<file path="src/rtl/adiv_pkg.sv">
// Shared types and defaults for the approximate sequential divider.
// Build option: ADIV_DIV0_EN adds the div0 flag to the bus and datapath.
package adiv_pkg;

    localparam int K_DEF = 6;
    localparam int N_DEF = 8;
    localparam int M_DEF = 4;

    typedef enum logic [2:0] {
        ST_IDLE  = 3'd0,
        ST_SEG   = 3'd1,
        ST_DIV   = 3'd2,
        ST_SCALE = 3'd3,
        ST_DONE  = 3'd4
    } adiv_state_t;

    // Width of the restoring-division iteration counter (2K iterations).
    function automatic int iter_w(input int k);
        return $clog2(2 * k);
    endfunction

    localparam int ITER_W_DEF = iter_w(K_DEF);

    // Width able to hold any leading-one position of either operand.
    function automatic int pos_w(input int n, input int m, input int k);
        int xw;
        xw = (n > m) ? n : m;
        xw = (k > xw) ? k : xw;
        return $clog2(xw) + 1;
    endfunction

endpackage

</file>
<file path="src/rtl/adiv_seq_if.sv">
// Operand/result handshake bundle for adiv_seq.
// Build option: ADIV_DIV0_EN adds the div0 result flag.
interface adiv_seq_if #(
    parameter int N = 8,
    parameter int M = 4
);
    logic         in_valid;
    logic         in_ready;
    logic [N-1:0] a;
    logic [M-1:0] b;
    logic         out_valid;
    logic         out_ready;
    logic [N-1:0] q;
`ifdef ADIV_DIV0_EN
    logic         div0;

    modport master (output in_valid, a, b, out_ready,
                    input  in_ready, out_valid, q, div0);
    modport slave  (input  in_valid, a, b, out_ready,
                    output in_ready, out_valid, q, div0);
`else
    modport master (output in_valid, a, b, out_ready,
                    input  in_ready, out_valid, q);
    modport slave  (input  in_valid, a, b, out_ready,
                    output in_ready, out_valid, q);
`endif
endinterface

</file>
<file path="src/rtl/adiv_lod_trunc.sv">
// Leading-one detect on a magnitude, then extraction of a K-bit segment
// (leading one, next K-2 bits, forced trailing one) and its shift offset.
module adiv_lod_trunc #(
    parameter int W  = 8,
    parameter int K  = 6,
    parameter int PW = 4
) (
    input  logic [W-1:0]  mag,
    output logic [K-1:0]  seg,
    output logic [PW-1:0] pos
);
    localparam int XW = (W > K) ? W : K;

    logic [XW-1:0] ext_s;
    logic [PW-1:0] lead_s;
    logic [K-1:0]  sh_s;

    assign ext_s = XW'(mag);

    // Highest set bit wins; an all-zero magnitude reports position 0.
    always_comb begin
        lead_s = '0;
        for (int i = 0; i < XW; i++) begin
            if (ext_s[i]) begin
                lead_s = PW'(i);
            end else begin
                lead_s = lead_s;
            end
        end
    end

    // Long operands are shifted down so the leading one lands in bit K-1.
    always_comb begin
        pos  = '0;
        sh_s = '0;
        seg  = '0;
        if (lead_s > PW'(K - 1)) begin
            pos  = lead_s - PW'(K - 1);
            sh_s = K'(ext_s >> pos);
            seg  = sh_s | {{(K-1){1'b0}}, 1'b1};
        end else begin
            seg  = ext_s[K-1:0];
        end
    end

endmodule

</file>
<file path="src/rtl/adiv_seq.sv">
// Approximate ones'-complement divider: segment both operands, restoring-divide
// the segments one bit per cycle, then rescale and saturate. ADIV_DIV0_EN adds div0.
module adiv_seq
    import adiv_pkg::*;
#(
    parameter int K = K_DEF,
    parameter int N = N_DEF,
    parameter int M = M_DEF
) (
    input  logic       clk,
    input  logic       rst_n,
    adiv_seq_if.slave  bus
);
    localparam int CW = iter_w(K);
    localparam int PW = pos_w(N, M, K);
    localparam int WW = 2 * K + N;
    localparam logic [N-1:0] Q_MAX = {1'b0, {(N-1){1'b1}}};

    adiv_state_t    state_r;
    adiv_state_t    state_nx;

    logic [N-1:0]   a_r;
    logic [M-1:0]   b_r;
    logic [N-1:0]   a_mag_s;
    logic [M-1:0]   b_mag_s;
    logic           sign_s;
    logic [K-1:0]   a_seg_s;
    logic [K-1:0]   b_seg_s;
    logic [PW-1:0]  pa_s;
    logic [PW-1:0]  pb_s;

    logic [K-1:0]   b_seg_r;
    logic [PW-1:0]  pa_r;
    logic [PW-1:0]  pb_r;
    logic           b_zero_r;
    logic [2*K-1:0] dvd_r;
    logic [2*K-1:0] q_raw_r;
    logic [K-1:0]   rem_r;
    logic [CW-1:0]  cnt_r;

    logic [K:0]     trial_s;
    logic           ge_s;
    logic [K-1:0]   diff_s;

    int             s_s;
    logic [WW-1:0]  wide_s;
    logic [N-1:0]   q_mag_s;

    logic [N-1:0]   q_r;
    logic           in_ready_r;
    logic           out_valid_r;
`ifdef ADIV_DIV0_EN
    logic           div0_r;
`endif

    assign a_mag_s = a_r[N-1] ? ~a_r : a_r;
    assign b_mag_s = b_r[M-1] ? ~b_r : b_r;
    assign sign_s  = a_r[N-1] ^ b_r[M-1];

    adiv_lod_trunc #(.W(N), .K(K), .PW(PW)) u_lod_a (
        .mag (a_mag_s),
        .seg (a_seg_s),
        .pos (pa_s)
    );

    adiv_lod_trunc #(.W(M), .K(K), .PW(PW)) u_lod_b (
        .mag (b_mag_s),
        .seg (b_seg_s),
        .pos (pb_s)
    );

    assign trial_s = {rem_r, dvd_r[2*K-1]};
    assign ge_s    = (trial_s >= {1'b0, b_seg_r});
    assign diff_s  = K'(trial_s - {1'b0, b_seg_r});

    // Rescale the raw quotient; left shifts are clamped since anything past N bits saturates.
    always_comb begin
        s_s     = int'(pa_r) - int'(pb_r) - K;
        wide_s  = '0;
        q_mag_s = '0;
        if (b_zero_r) begin
            q_mag_s = Q_MAX;
        end else begin
            if (s_s >= 0) begin
                wide_s = WW'(q_raw_r) << ((s_s > N) ? N : s_s);
            end else begin
                wide_s = WW'(q_raw_r >> (-s_s));
            end
            if (wide_s > WW'(Q_MAX)) begin
                q_mag_s = Q_MAX;
            end else begin
                q_mag_s = wide_s[N-1:0];
            end
        end
    end

    // State register.
    always_ff @(posedge clk or negedge rst_n) begin
        if (!rst_n) begin
            state_r <= ST_IDLE;
        end else begin
            state_r <= state_nx;
        end
    end

    // Next-state logic.
    always_comb begin
        state_nx = state_r;
        case (state_r)
            ST_IDLE: begin
                if (bus.in_valid) state_nx = ST_SEG;
                else              state_nx = ST_IDLE;
            end
            ST_SEG:   state_nx = ST_DIV;
            ST_DIV: begin
                if (cnt_r == CW'(2 * K - 1)) state_nx = ST_SCALE;
                else                         state_nx = ST_DIV;
            end
            ST_SCALE: state_nx = ST_DONE;
            ST_DONE: begin
                if (bus.out_ready) state_nx = ST_IDLE;
                else               state_nx = ST_DONE;
            end
            default:  state_nx = ST_IDLE;
        endcase
    end

    // Datapath: capture, segment, restoring division, final result.
    always_ff @(posedge clk or negedge rst_n) begin
        if (!rst_n) begin
            a_r      <= '0;
            b_r      <= '0;
            b_seg_r  <= '0;
            pa_r     <= '0;
            pb_r     <= '0;
            b_zero_r <= 1'b0;
            dvd_r    <= '0;
            q_raw_r  <= '0;
            rem_r    <= '0;
            cnt_r    <= '0;
            q_r      <= '0;
`ifdef ADIV_DIV0_EN
            div0_r   <= 1'b0;
`endif
        end else begin
            case (state_r)
                ST_IDLE: begin
                    if (bus.in_valid) begin
                        a_r <= bus.a;
                        b_r <= bus.b;
                    end
                end
                ST_SEG: begin
                    b_seg_r  <= b_seg_s;
                    pa_r     <= pa_s;
                    pb_r     <= pb_s;
                    b_zero_r <= (b_mag_s == '0);
                    dvd_r    <= {a_seg_s, {K{1'b0}}};
                    q_raw_r  <= '0;
                    rem_r    <= '0;
                    cnt_r    <= '0;
                end
                ST_DIV: begin
                    cnt_r <= cnt_r + CW'(1);
                    // A zero divisor just idles through the iterations.
                    if (!b_zero_r) begin
                        dvd_r   <= {dvd_r[2*K-2:0], 1'b0};
                        rem_r   <= ge_s ? diff_s : trial_s[K-1:0];
                        q_raw_r <= {q_raw_r[2*K-2:0], ge_s};
                    end
                end
                ST_SCALE: begin
                    q_r    <= sign_s ? ~q_mag_s : q_mag_s;
`ifdef ADIV_DIV0_EN
                    div0_r <= b_zero_r;
`endif
                end
                default: begin
                end
            endcase
        end
    end

    // Handshake flags follow the next state so they change on the same edge as it.
    always_ff @(posedge clk or negedge rst_n) begin
        if (!rst_n) begin
            in_ready_r  <= 1'b1;
            out_valid_r <= 1'b0;
        end else begin
            in_ready_r  <= (state_nx == ST_IDLE);
            out_valid_r <= (state_nx == ST_DONE);
        end
    end

    assign bus.in_ready  = in_ready_r;
    assign bus.out_valid = out_valid_r;
    assign bus.q         = q_r;
`ifdef ADIV_DIV0_EN
    assign bus.div0      = div0_r;
`endif

endmodule

</file>
<file path="src/flat_wrapper.sv">
// flat-port wrapper written by rule: the top's interface ports become plain ports
module adiv_seq_flat import adiv_pkg::*;
#(
    parameter int K = K_DEF,
    parameter int N = N_DEF,
    parameter int M = M_DEF
)
  (clk, rst_n, bus_in_valid, bus_a, bus_b, bus_out_ready, bus_in_ready, bus_out_valid, bus_q);
  adiv_seq_if #(.N(N), .M(M)) bus_i ();
  input  logic clk;
  input  logic rst_n;
  input wire logic [$bits(bus_i.in_valid)-1:0] bus_in_valid;
  input wire logic [$bits(bus_i.a)-1:0] bus_a;
  input wire logic [$bits(bus_i.b)-1:0] bus_b;
  input wire logic [$bits(bus_i.out_ready)-1:0] bus_out_ready;
  output wire logic [$bits(bus_i.in_ready)-1:0] bus_in_ready;
  output wire logic [$bits(bus_i.out_valid)-1:0] bus_out_valid;
  output wire logic [$bits(bus_i.q)-1:0] bus_q;
  assign bus_i.in_valid = bus_in_valid;
  assign bus_i.a = bus_a;
  assign bus_i.b = bus_b;
  assign bus_i.out_ready = bus_out_ready;
  assign bus_in_ready = bus_i.in_ready;
  assign bus_out_valid = bus_i.out_valid;
  assign bus_q = bus_i.q;
  adiv_seq #(.K(K), .N(N), .M(M)) u_core (.clk(clk), .rst_n(rst_n), .bus(bus_i));
endmodule
</file>
<file path="config.mk">
export PLATFORM = sky130hd
export DESIGN_NAME = adiv_seq_flat
export DESIGN_NICKNAME = d
export VERILOG_FILES = /design/src/rtl/adiv_pkg.sv /design/src/rtl/adiv_seq_if.sv /design/src/rtl/adiv_lod_trunc.sv /design/src/rtl/adiv_seq.sv /design/src/flat_wrapper.sv
export SDC_FILE = /design/constraint.sdc
export NUM_CORES = 1
export LEC_CHECK = 0
export ABC_CLOCK_PERIOD_IN_PS = 4300
export CAP_MARGIN = 20
export CORE_MARGIN = 1
export CORE_UTILIZATION = 60
export DETAILED_ROUTE_END_ITERATION = 8
export MAX_ROUTING_LAYER = met4
export PLACE_DENSITY = 0.8
export SLEW_MARGIN = 20
export SYNTH_ARGS = -nofsm -noshare
export SYNTH_HDL_FRONTEND = slang
export SYNTH_SLANG_ARGS = --single-unit
export TNS_END_PERCENT = 5
</file>
<file path="constraint.sdc">
create_clock -name clk -period 4.3 [get_ports clk]
set_clock_uncertainty 0.05 [all_clocks]
set_input_delay 0.86 -clock clk [delete_from_list [all_inputs] [get_ports clk]]
set_output_delay 0.86 -clock clk [all_outputs]
set_load 0.01 [all_outputs]
</file>
==> metrics.txt <==
clock sinks=61; pwr/cell area=865 nW/um2; Mapped Nets=about 570; Post-Synthesis Cells=~540; Setup Viol. Count Final=0; utilization after layout=68.5%; number of synthesized flops with an enable pin=0; buffers added on ports=25; R2R Path Start=u_core.pa_r[1]; P&R area growth vs syn=10.1%; min Tclk post-route=3.97 ns; Fmax achieved=252 MHz; post-DR wirelength/cell=roughly 17 um; final hold vios=0; drt via density=around 6.4; setup ws final=0.333 ns; Post-Syn Area=4540 um2; Pleak=around 2.0 nW; all-layer global routing usage=between 30% and 40%; largest net degree at the start of global routing=36; Max Cap Viol=0; first-pass GRT wire length=18.3 mm; CTS tree=done; worst setup path start=u_core.pa_r[1]; fin crit share=92.3%; # rows=31; WL met3=approximately 590 um; dpl hpwl=between 7 and 8 mm; met2 wire len=roughly 5.4 mm; vias in the first global route=3812; Metal-1 WL=4.70 mm; Hold Crit Class=register to register; commonest non-fill, non-tap cells in the layout=nand2_1 (60), dfrtp_1 (60), a21oi_1 (42), nor2_1 (41), o21ai_0 (36); Antenna Nets Post-Route=0; post-synthesis sequential area ratio=33.7%; WHS=0.466 ns; Post-CTS Resized=0; root buf cell=clkbuf_8; relative slew slack=about 30%; Top FF cell, synth=dfrtp_1; Distinct cells, synth=71; initial antenna violation count=0; worst vdd ir=0.000530 V; antenna cells=0; RSZ-0062 raised after global routing=no; H-tree Lvls=3; register bit total from synthesis=61; setup bufs post-CTS=0; reg2reg setup slack=0.33 ns; remaining routing DRC violations=0; CTS max path bufs=2; Worst Setup EP=u_core.bus.q[2]; Finished Layout Cells=647; CP Data Arrival Time=4.10 ns; Critical R2R Capture=u_core.bus.q[2]; Register-to-Register Path Depth=12; share of layout cells above drive strength 1=10.4%; global route overflow=0; total CTS buffers=9; Setup WS pre-CTS=0.359 ns; Max Transition Viols Final=0; GPL Wtd Cong=0.962; Die Y=89.0 um; Initial Utilization=62.2%; 1st-pass router iterations=5; status=finished, final reports clean; Highest Signal Layer=met4; Placeable Area=roughly 7300 um2; die footprint=7920 um2; die width=slightly below 90 um; FFs w/ async S/R, synth=100%; Post-CTS Hold Fix Bufs=0; Vias=between 4k and 5k; Critical Path End Type=register; nets=573; Syn Area/Cell=approximately 8.4 um2; CP Launch Type=register; Syn. warnings=0; Routed WL=~11 mm; Worst Max-Slew Pin Slew=1.04 ns; CTS clock-pin slew for the worst setup and hold paths=about 0.07 ns; critical path peak fanout=9; post-route setup TNS=0 ns; Placed Instances=629; Critical Path RT=4.44 ns; Clock Latency Late Sink=0.34 ns; I/O pin count=26; Setup CP Type=register to register; Initial DRC Count=345
[final cells by class]
type                       count  area, um2
multi-input combinational    418       2770
fill                         641       2300
sequential                    61       1530
timing repair buffer          33        305
clock buffer                  12        145
tap                           99        124
inverter                      20       75.1
clock inverter                 4       47.5
[critical path, stage by stage, from the launching register on]
cell and delay, ns:
dfrtp_1 0.51, ha_1 0.23, inv_1 0.06, ha_1 0.39, or3b_1 0.51, a211oi_2 0.52, mux2i_1 0.37, o22ai_1 0.14
o31ai_1 0.30, a22oi_2 0.21, nor3_2 0.29, xnor2_1 0.15, a21oi_1 0.08
[worst min path at each step]
stage	startpoint	to	slack (ns)	cells past startpoint
3_5_place_dp	u_core.dvd_r[8]	u_core.dvd_r[8]	0.45	2
4_1_cts	u_core.dvd_r[8]	u_core.dvd_r[8]	0.46	2
6_report	u_core.dvd_r[8]	u_core.dvd_r[8]	0.47	2
5_1_grt	u_core.a_r[0]	u_core.a_r[0]	0.49	1
3_3_place_gp	u_core.cnt_r[3]	u_core.cnt_r[3]	0.42	1
2_1_floorplan	u_core.cnt_r[3]	u_core.cnt_r[3]	0.40	1
[Yosys cell counts (5+ instances only)]
cell type / instances / area (um2)
dfrtp_1: 60 / 1500
nand2_1: 60 / 225
a21oi_1: 42 / 210
nor2_1: 41 / 154
o21ai_0: 36 / 180
clkbuf_1: 33 / 124
nand3_1: 23 / 115
inv_1: 20 / 75.1
mux2i_1: 18 / 180
nor3_1: 16 / 80.1
xnor2_1: 15 / 131
ha_1: 13 / 163
nor2b_1: 10 / 62.6
mux2_2: 9 / 101
xor2_1: 9 / 78.8
o22ai_1: 8 / 50.1
a31oi_1: 7 / 43.8
nand2b_1: 6 / 37.5
o31ai_1: 6 / 45.0
mux4_2: 5 / 113
nor3_2: 5 / 50.1
nor4_1: 5 / 31.3
or3_1: 5 / 31.3
[registers in the layout (all words and copies together) (netlist names), 4 cells and up]
| register | cells |
|---|---|
| u_core.pa_r | 4 |
| u_core.q_raw_r | 12 |
| u_core.cnt_r | 4 |
| u_core.dvd_r | 6 |
| u_core.bus.q | 8 |
| u_core.a_r | 8 |
| u_core.b_r | 4 |
| u_core.rem_r | 6 |
[cells by family (layout without fill, tap and decap cells)]
| logic type | count (synthesis) | after routing | synth area share [%] |
|---|---|---|---|
| muxes | 32 | 32 | 8.68 |
| AOI/OAI and AO/OA | 149 | 149 | 21.3 |
| DFF | 61 | 61 | 33.7 |
| and+or+nand+nor | 199 | 199 | 22.1 |
| adders and majority gates | 14 | 14 | 4.03 |
| buffers and inverters | 62 | 69 | 5.57 |
| xor gates and xnor gates | 24 | 24 | 4.63 |
[report_power, final]
group | internal, mW | total [mW] | switching, mW
clock | 0.282 | 0.512 | 0.230
sequential | 0.810 | 1.12 | 0.308
combinational | 1.13 | 2.69 | 1.56
total | 2.22 | 4.32 | 2.10
[per-stage QoR]
| stage | instance area (um2) | total power, mW |
|---|---|---|
| floorplan | 4540 | 3.12 |
| global placement | 4780 | 3.65 |
| detailed placement | 4780 | 3.74 |
| CTS | 4970 | 4.27 |
| finish | 5000 | 4.32 |
| global route | 5000 | 4.68 |
[layer usage]
layer / up-vias / track usage [%]
met4: 0 / 14.1
met2: 177 / 50.3
met1: 1964 / 38.5
li1: 1963 / -
met3: 41 / 6.19
met5: - / -
Power figures use the tool's default switching activity.
